File: config.mk
export PLATFORM = sky130hd
export DESIGN_NAME = pipe_ctl
export DESIGN_NICKNAME = d
export VERILOG_FILES = /design/src/rtl/pipe_ctl.sv
export SDC_FILE = /design/constraint.sdc
export NUM_CORES = 1
export LEC_CHECK = 0
export BUFFER_PORTS_ARGS = -buffer_cell sky130_fd_sc_hd__buf_2
export CAP_MARGIN = 25
export CORE_MARGIN = 5
export CORE_UTILIZATION = 40
export CTS_CLUSTER_SIZE = 24
export DETAILED_ROUTE_END_ITERATION = 8
export PLACE_DENSITY = 0.63
export SLEW_MARGIN = 5
export SYNTH_ARGS = -nofsm -noshare
export SYNTH_HDL_FRONTEND = slang
export SYNTH_SLANG_ARGS = --single-unit
File: constraint.sdc
create_clock -name clk -period 2.8 [get_ports clk]
set_input_delay 0.56 -clock clk [delete_from_list [all_inputs] [get_ports clk]]
set_output_delay 0.56 -clock clk [all_outputs]
set_load 0.02 [all_outputs]
File: src/rtl/pipe_ctl.sv
// Pipelined control for the 5-stage MIPS core: ID decode, ID/EX -> EX/MEM -> MEM/WB control bundles,
// load-use stall insertion and exception entry / ERET sequencing with a supervisor-mode bit.
module pipe_ctl #(
  parameter int REG_AW     = 5,
  parameter int LOAD_STALL = 1,
  parameter int IRQ_EN     = 1
) (
  input  logic              clk,
  input  logic              reset,
  input  logic              irq,
  input  logic [5:0]        opCode,
  input  logic [5:0]        funct,
  input  logic [REG_AW-1:0] rs,
  input  logic [REG_AW-1:0] rt,
  input  logic              branchTaken,
  output logic              pcWrite,
  output logic              ifIdWrite,
  output logic              ifIdFlush,
  output logic [11:0]       exCtl,
  output logic [1:0]        memCtl,
  output logic [1:0]        wbCtl,
  output logic              excPcSel,
  output logic              epcWrite,
  output logic              supervisor,
  output logic              illOp
);

  typedef enum logic [1:0] {RUN, STALL, EXC} state_t;

  localparam logic [1:0] STALL_INIT = 2'(LOAD_STALL - 1);
  localparam logic       IRQ_ON     = (IRQ_EN != 0);
  localparam logic       MULTI      = (LOAD_STALL > 1);

  state_t state, nextState;
  logic [1:0] stallCnt, nextCnt;

  // decoded ID-stage fields
  logic [1:0] dRegDst;
  logic       dALUSrc;
  logic [4:0] dALUOp;
  logic       dBranch, dBrCtl;
  logic [1:0] dJump;
  logic       dMemWrite, dMemRead, dRegWrite, dMemToReg;
  logic       dIllegal, dEret;

  // pipeline registers
  logic [11:0]       idexEx;
  logic [1:0]        idexMem, idexWb;
  logic [REG_AW-1:0] idexRt;
  logic [1:0]        exmemMem, exmemWb;
  logic [1:0]        memwbWb;

  logic issue, nextSup, nextIll;
  logic pcW, ifW, flush, excSel, epcW;
  logic excCond, hazard;

  always_comb begin
    dRegDst   = 2'b00;
    dALUSrc   = 1'b0;
    dALUOp    = 5'b00000;
    dBranch   = 1'b0;
    dBrCtl    = 1'b0;
    dJump     = 2'b00;
    dMemWrite = 1'b0;
    dMemRead  = 1'b0;
    dRegWrite = 1'b0;
    dMemToReg = 1'b0;
    dIllegal  = 1'b0;
    dEret     = 1'b0;
    case (opCode)
      6'b000000: begin
        case (funct)
          6'b000000: begin dALUOp = 5'b01000; dALUSrc = 1'b1; dRegWrite = 1'b1; end
          6'b000010: begin dALUOp = 5'b01001; dALUSrc = 1'b1; dRegWrite = 1'b1; end
          6'b000011: begin dALUOp = 5'b01011; dALUSrc = 1'b1; dRegWrite = 1'b1; end
          6'b100000: begin dALUOp = 5'b00000; dRegWrite = 1'b1; end
          6'b100010: begin dALUOp = 5'b00001; dRegWrite = 1'b1; end
          6'b100100: begin dALUOp = 5'b11000; dRegWrite = 1'b1; end
          6'b100101: begin dALUOp = 5'b11110; dRegWrite = 1'b1; end
          6'b100110: begin dALUOp = 5'b10110; dRegWrite = 1'b1; end
          6'b100111: begin dALUOp = 5'b10001; dRegWrite = 1'b1; end
          6'b101010: begin dALUOp = 5'b00111; dRegWrite = 1'b1; end
          6'b001000: dJump = 2'b10;
          default:   dIllegal = 1'b1;
        endcase
      end
      6'b000010: dJump = 2'b01;
      6'b000011: begin
        dRegDst = 2'b11; dALUOp = 5'b11010; dRegWrite = 1'b1; dJump = 2'b01;
      end
      6'b000100: begin dALUOp = 5'b00001; dBranch = 1'b1; end
      6'b000101: begin dALUOp = 5'b00001; dBranch = 1'b1; dBrCtl = 1'b1; end
      6'b001000: begin dRegDst = 2'b01; dALUSrc = 1'b1; dRegWrite = 1'b1; dALUOp = 5'b00000; end
      6'b001100: begin dRegDst = 2'b01; dALUSrc = 1'b1; dRegWrite = 1'b1; dALUOp = 5'b11000; end
      6'b001101: begin dRegDst = 2'b01; dALUSrc = 1'b1; dRegWrite = 1'b1; dALUOp = 5'b11110; end
      6'b001110: begin dRegDst = 2'b01; dALUSrc = 1'b1; dRegWrite = 1'b1; dALUOp = 5'b10110; end
      6'b100011: begin
        dRegDst = 2'b01; dALUSrc = 1'b1; dRegWrite = 1'b1; dMemRead = 1'b1; dMemToReg = 1'b1;
      end
      6'b101011: begin dALUSrc = 1'b1; dMemWrite = 1'b1; end
      6'b010000: begin
        if (funct == 6'b011000 && supervisor) begin
          dJump = 2'b11;
          dEret = 1'b1;
        end else begin
          dIllegal = 1'b1;
        end
      end
      default: dIllegal = 1'b1;
    endcase
  end

  assign excCond = dIllegal | (irq & IRQ_ON & ~supervisor);
  assign hazard  = idexMem[0] & ((idexRt == rs) | (idexRt == rt)) & (idexRt != '0);

  always_ff @(posedge clk or posedge reset) begin
    if (reset) begin
      state    <= RUN;
      stallCnt <= '0;
    end else begin
      state    <= nextState;
      stallCnt <= nextCnt;
    end
  end

  always_comb begin
    nextState = state;
    nextCnt   = stallCnt;
    issue     = 1'b0;
    nextSup   = supervisor;
    nextIll   = 1'b0;
    pcW       = 1'b1;
    ifW       = 1'b1;
    flush     = 1'b0;
    excSel    = 1'b0;
    epcW      = 1'b0;
    if (branchTaken) begin
      flush     = 1'b1;
      nextCnt   = '0;
      nextState = RUN;
    end else begin
      case (state)
        RUN: begin
          if (excCond) begin
            excSel    = 1'b1;
            epcW      = 1'b1;
            flush     = 1'b1;
            nextIll   = dIllegal;
            nextSup   = 1'b1;
            nextState = EXC;
          end else if (hazard) begin
            pcW       = 1'b0;
            ifW       = 1'b0;
            nextCnt   = STALL_INIT;
            nextState = MULTI ? STALL : RUN;
          end else begin
            issue = 1'b1;
            if (dEret) nextSup = 1'b0;
          end
        end
        STALL: begin
          pcW     = 1'b0;
          ifW     = 1'b0;
          nextCnt = stallCnt - 2'd1;
          if (stallCnt <= 2'd1) nextState = RUN;
        end
        // the slot after exception entry holds the flushed IF/ID entry; keep it a bubble
        EXC:     nextState = RUN;
        default: nextState = RUN;
      endcase
    end
  end

  always_ff @(posedge clk or posedge reset) begin
    if (reset) begin
      idexEx     <= '0;
      idexMem    <= '0;
      idexWb     <= '0;
      idexRt     <= '0;
      exmemMem   <= '0;
      exmemWb    <= '0;
      memwbWb    <= '0;
      supervisor <= 1'b0;
      illOp      <= 1'b0;
    end else begin
      if (issue) begin
        idexEx  <= {dRegDst, dALUSrc, dALUOp, dBranch, dBrCtl, dJump};
        idexMem <= {dMemWrite, dMemRead};
        idexWb  <= {dRegWrite, dMemToReg};
        idexRt  <= rt;
      end else begin
        idexEx  <= '0;
        idexMem <= '0;
        idexWb  <= '0;
        idexRt  <= '0;
      end
      exmemMem   <= idexMem;
      exmemWb    <= idexWb;
      memwbWb    <= exmemWb;
      supervisor <= nextSup;
      illOp      <= nextIll;
    end
  end

  assign exCtl     = idexEx;
  assign memCtl    = exmemMem;
  assign wbCtl     = memwbWb;
  assign pcWrite   = pcW & ~reset;
  assign ifIdWrite = ifW & ~reset;
  assign ifIdFlush = flush & ~reset;
  assign excPcSel  = excSel & ~reset;
  assign epcWrite  = epcW & ~reset;

endmodule

After elaboration in Yosys (flattened, before gate mapping)
Index checks and enable logic that the tools add are counted.
- word-level logic and storage cells: 121
- ROM bits: 0
- input port bits: 26
- memories kept: 0
- output and inout port bits: 23
- bits in latches: 0
- bits in writable memories: 0
- bits in registers: 33
- equal/unequal tests: 30
- bitwise gates (word level): 11
- $add $sub $neg: 1
- order comparisons: 1
- div/mod/pow operators: 0
- multiplexer cells: 48
- reduce and logical (&&, ||, !) cells: 19
- multiply operators: 0
- shift operators: 0
- operators with widths (operator ; number):
    $eq A6 B6 Y1 const B ; 9
    $pmux W5 S9 ; 1
    $eq A6 B4 Y1 const B ; 5
    $pmux W5 S6 ; 1
    $mux W1 ; 26
    $eq A6 B2 Y1 const B ; 4
    $mux W2 ; 10
    $reduce_or A10 Y1 ; 2
    $eq A6 B3 Y1 const B ; 2
    $eq A6 B5 Y1 const B ; 2
    $logic_not A6 Y1 ; 2
    $mux W12 ; 1
    $pmux W2 S2 ; 3
    $reduce_or A6 Y1 ; 2
    $reduce_or A11 Y1 ; 1
    $eq A5 B5 Y1 ; 2
    $ne A3 B3 Y1 const B ; 3
    $and A1 B1 Y1 ; 6
    $pmux W1 S2 ; 3
    $pmux W2 S3 ; 1
    $mux W5 ; 1
    $reduce_bool A5 Y1 ; 1
    $reduce_or A5 Y1 ; 1
    $ne A4 B4 Y1 const B ; 1
    16 further kinds ; 20

Longest topological paths before layout
- word-level depth: 9
- depth in mapped cells: 7
- depth with buffers taken out: 5

Least setup slack after synthesis
Ideal clock, no wire load.
- path type: input to output
- start point: in opCode[5]
- end point: out excPcSel
- data arrival time: 2435 ps
- path buffers: 2
- cell stages on the path: 7
- setup slack: -195 ps
- data required time: 2240 ps
- path through: buf_6 nor4_2 and2_1 a31oi_4 and2_1 a2111oi_2 buf_4
- cells in the longest elaborated chain, start to end: 8
- elaborated cells on any way between the ends: 19
- classes of those cells: 11 x eq/ne; 4 x mux; 2 x bitwise; 2 x reduce/logical
- ends and longest elaborated chain (element ; line ; RTL):
    start, declared ; 11 ; input logic [5:0] opCode,
    $eq A6 B6 Y1, or another cell as far along ; 70 ; case (opCode)
    $reduce_or A10 Y1 (no source line) ; n/a ;
    $pmux W1 S3 * ; 70 ;
    $or A1 B1 Y1 * ; 113 ; assign excCond = dIllegal | (irq & IRQ_ON & ~supervisor);
    $mux W1 * (3 in series) ; n/a ;
    $and A1 B1 Y1 * ; n/a ;
    end, declared ; 22 ; output logic excPcSel,
Every way passes the cells marked *; elsewhere a longest branch is shown, timed or not.

Final worst setup path
- start point: in opCode[5]
- end point: out excPcSel
- cells in the longest elaborated chain, start to end: 8
- elaborated cells on any way between the ends: 19
- classes of those cells: 11 x eq/ne; 4 x mux; 2 x bitwise; 2 x reduce/logical
- ends and longest elaborated chain (element ; line ; RTL):
    $eq A6 B6 Y1, or another cell as far along ; 70 ;
    $reduce_or A10 Y1 (no source line) ; n/a ;
    $pmux W1 S3 * ; 70 ;
    $or A1 B1 Y1 * ; 113 ;
    $mux W1 * ; 144 ; if (excCond) begin
    $mux W1 * ; 142 ; case (state)
    $mux W1 * ; 137 ; if (branchTaken) begin
    $and A1 B1 Y1 * ; 211 ; assign excPcSel = excSel & ~reset;
Marks and branches as above.

==> impl_metrics.toml <==
[hold_path]
hp-class = "input port to asynchronous set/reset pin"

[clock_tree]
cts_hold_buf = 0
post_cts_buffers = 0
tritoncts = "yes"
clkTransAtPathRegs_ns = 0.09
clk_latency_ns = 0.27
cts_max_level = 1
clk_path_buf_depth = 2
ctsResizeCount = 0
cts_root_buf = "clkbuf_8"
cts-buffers-inserted = 3
cts_sinks = 28

[timing]
finalHoldViolations = 0
finalCritPeriodShare_pct = 95.8
slew_headroom_pct = 74.7
min_period_ns = 2.68
fmax_mhz = 373
setup_violations = 0
fin_hold_ws_ns = 0.284
maxSlewViolCount = 0
fin_setup_tns_ns = 0
rsz0062_at_grt = "no"
tightestPinTransition_ns = 0.379
skew_ns = 0.00278

[job]
cap_viol_max_count = 0

[setup_path]
crit_path_start_kind = "input port"
cp.required_ns = 2.24
slowest_stage = "nor4_4"
reg2reg_depth = 5
max_stage_delay_ns = 0.35
r2r_start = "idexRt[1]"
path_max_fanout = 9
crit_start = "opCode[5]"
end_kind = "output port"
worstPathCellList = "buf_2 > nor4_4 > and2_4 > a31oi_4 > and2_1 > a2111oi_4 > buf_4"
cp_data_arrival_time_ns = 2.12
critPathKind = "input port to output port"

[synthesis]
ys_async_sr_fraction_pct = 100
yosysSeqAreaShare_pct = 36.6
synthCells = 193
synth_edf_count = 0
avgSynthCellArea_sq_um = 9.93
ys_dominant_reg_cell = "dfrtp_1"
synth_nets = 219
syn_area_sq_um = 1920
ys_types = 52
synth-seq-cells = 28
yosysWarningCount = 0

[cells_and_area]
layout.nets = 266
regArea_sq_um = 701
utilization_pct = 48.7
multi_input_area_sq_um = 1100
stdcell_area_sq_um = 2290
fillers = 443
n_antenna_cell = 0
syn_to_final_growth_pct = 19.3
layout-drive-gt1-share_pct = 39.3
layout_commonest_cell = "buf_2"
layout_common_cells = "46 x buf_2, 28 x dfrtp_1, 14 x nor2_1"

[floorplanning]
die-width_microns = 79.2
dieHeight_microns = 79.2
rows = 25
dieArea_sq_um = 6280
start_util_pct = 40.9
ios = 49
core_area_sq_um = 4690

[pwr]
p_leak_nw = 1.00
ir_drop_uv = 199
powerDensity_nw_per_um2 = 392
total_power_uw = 896

[grt]
antenna_found_initial = 0
overflow = 0
grt_pass1_wl_mm = 7.22
grt_max_degree = 22
grt_pass1_vias = 1581
grt.total_usage_pct = 14.1

[placed_design]
io_buffer_count = 48
gp_congestion = 0.879
dp_hpwl_mm = 3.37
dpl-instance-area_sq_um = 2210

[outcome]
status = "finished, final reports clean"

[detailed_routing]
drc = 0
wl_per_cell_microns = 14.4
drt_pass1_iterations = 4
drt-total-wl_mm = 4.22
num_vias = 1587
viasPerCell = 5.42
antenna_left = 0
initialDrtViolationCount = 51
worst max-delay path: cells and delay by family:
family | cells | cell delay (ns)
compound gates | 2 | 0.41
simple gates | 3 | 0.77
buf+inv | 2 | 0.38
synth_stat cells (all sizes together) (2+ instances only):
master | count | share of area, %
nor4b | 2 | 2.5
buf | 14 | 5.8
a22oi | 2 | 1.5
inv | 10 | 2.0
nand3 | 6 | 1.6
a21oi | 5 | 1.3
nand3b | 3 | 1.2
nor2 | 14 | 2.7
nor3b | 2 | 0.78
nor4 | 4 | 2.7
nor3 | 21 | 8.9
a211oi | 4 | 2.1
nand4 | 2 | 0.65
nand2 | 12 | 2.9
a32oi | 2 | 0.91
o21ai | 7 | 1.8
and2 | 4 | 1.3
a2111oi | 2 | 2.2
a31oi | 4 | 2.1
and3b | 2 | 0.91
xnor2 | 11 | 5.0
nor2b | 3 | 0.98
or2 | 2 | 0.65
nand2b | 6 | 2.0
dfrtp | 28 | 37
o21a | 3 | 1.2
mux2i | 3 | 1.6
o22ai | 2 | 0.65
final cells by class:
cell class	instances	area share, %
multi-input cells	140	48.0
clock inverters	1	1.31
repair buffers	57	13.7
well taps	54	2.95
inverters	10	1.64
flip-flops and latches	28	30.6
clock buffers	3	1.81
per-layer routing:
metal,routed length [microns],share of wire [%],global-route usage (%)
met3,249,5.9,2.04
met1,2040,48,20.6
met2,1880,45,21.5
met5,0,0,0
met4,51,1.2,4.12
sequential cells by signal, indices dropped and copies added (netlist names):
signal,flops
exCtl,12
idexRt,5
exmemWb,2
idexWb,2
wbCtl,2
idexMem,1
illOp,1
memCtl,1
state,1
supervisor,1
metrics by stage:
stage / setup WS, ns / cells
4_1_cts: 0.0386 / 293
2_1_floorplan: 0.0134 / 193
6_report: 0.117 / 293
5_1_grt: 0.00253 / 293
3_3_place_gp: 0.0869 / 289
3_5_place_dp: 0.0617 / 289
power breakdown:
group / internal, mW / leakage (nW) / switching (mW)
Combinational: 0.0677 / 0.584 / 0.104
Sequential: 0.409 / 0.383 / 0.00443
Clock: 0.191 / 0.0357 / 0.120
cell families after synthesis:
| group | share of synthesized area (%) |
|---|---|
| AND/OR/NAND/NOR | 31.4 |
| AO/OA/AOI/OAI | 16.5 |
| flip-flops | 36.6 |
| buffers and inverters | 7.96 |
| XOR/XNOR | 5.48 |
| multiplexers | 1.57 |
| adder cells (fa/ha/maj) | 0.522 |
path summary, 6_finish.rpt:
kind | endpoint | slack [ns]
max | excPcSel | 0.12
min | exCtl[1] | 0.28
max reg2reg | exCtl[1] | 0.82
min reg2reg | wbCtl[1] | 0.36
max in group asynchronous | idexWb[1] | 1.92
min in group clk | wbCtl[1] | 0.36
(Power assumes the default switching activity.)
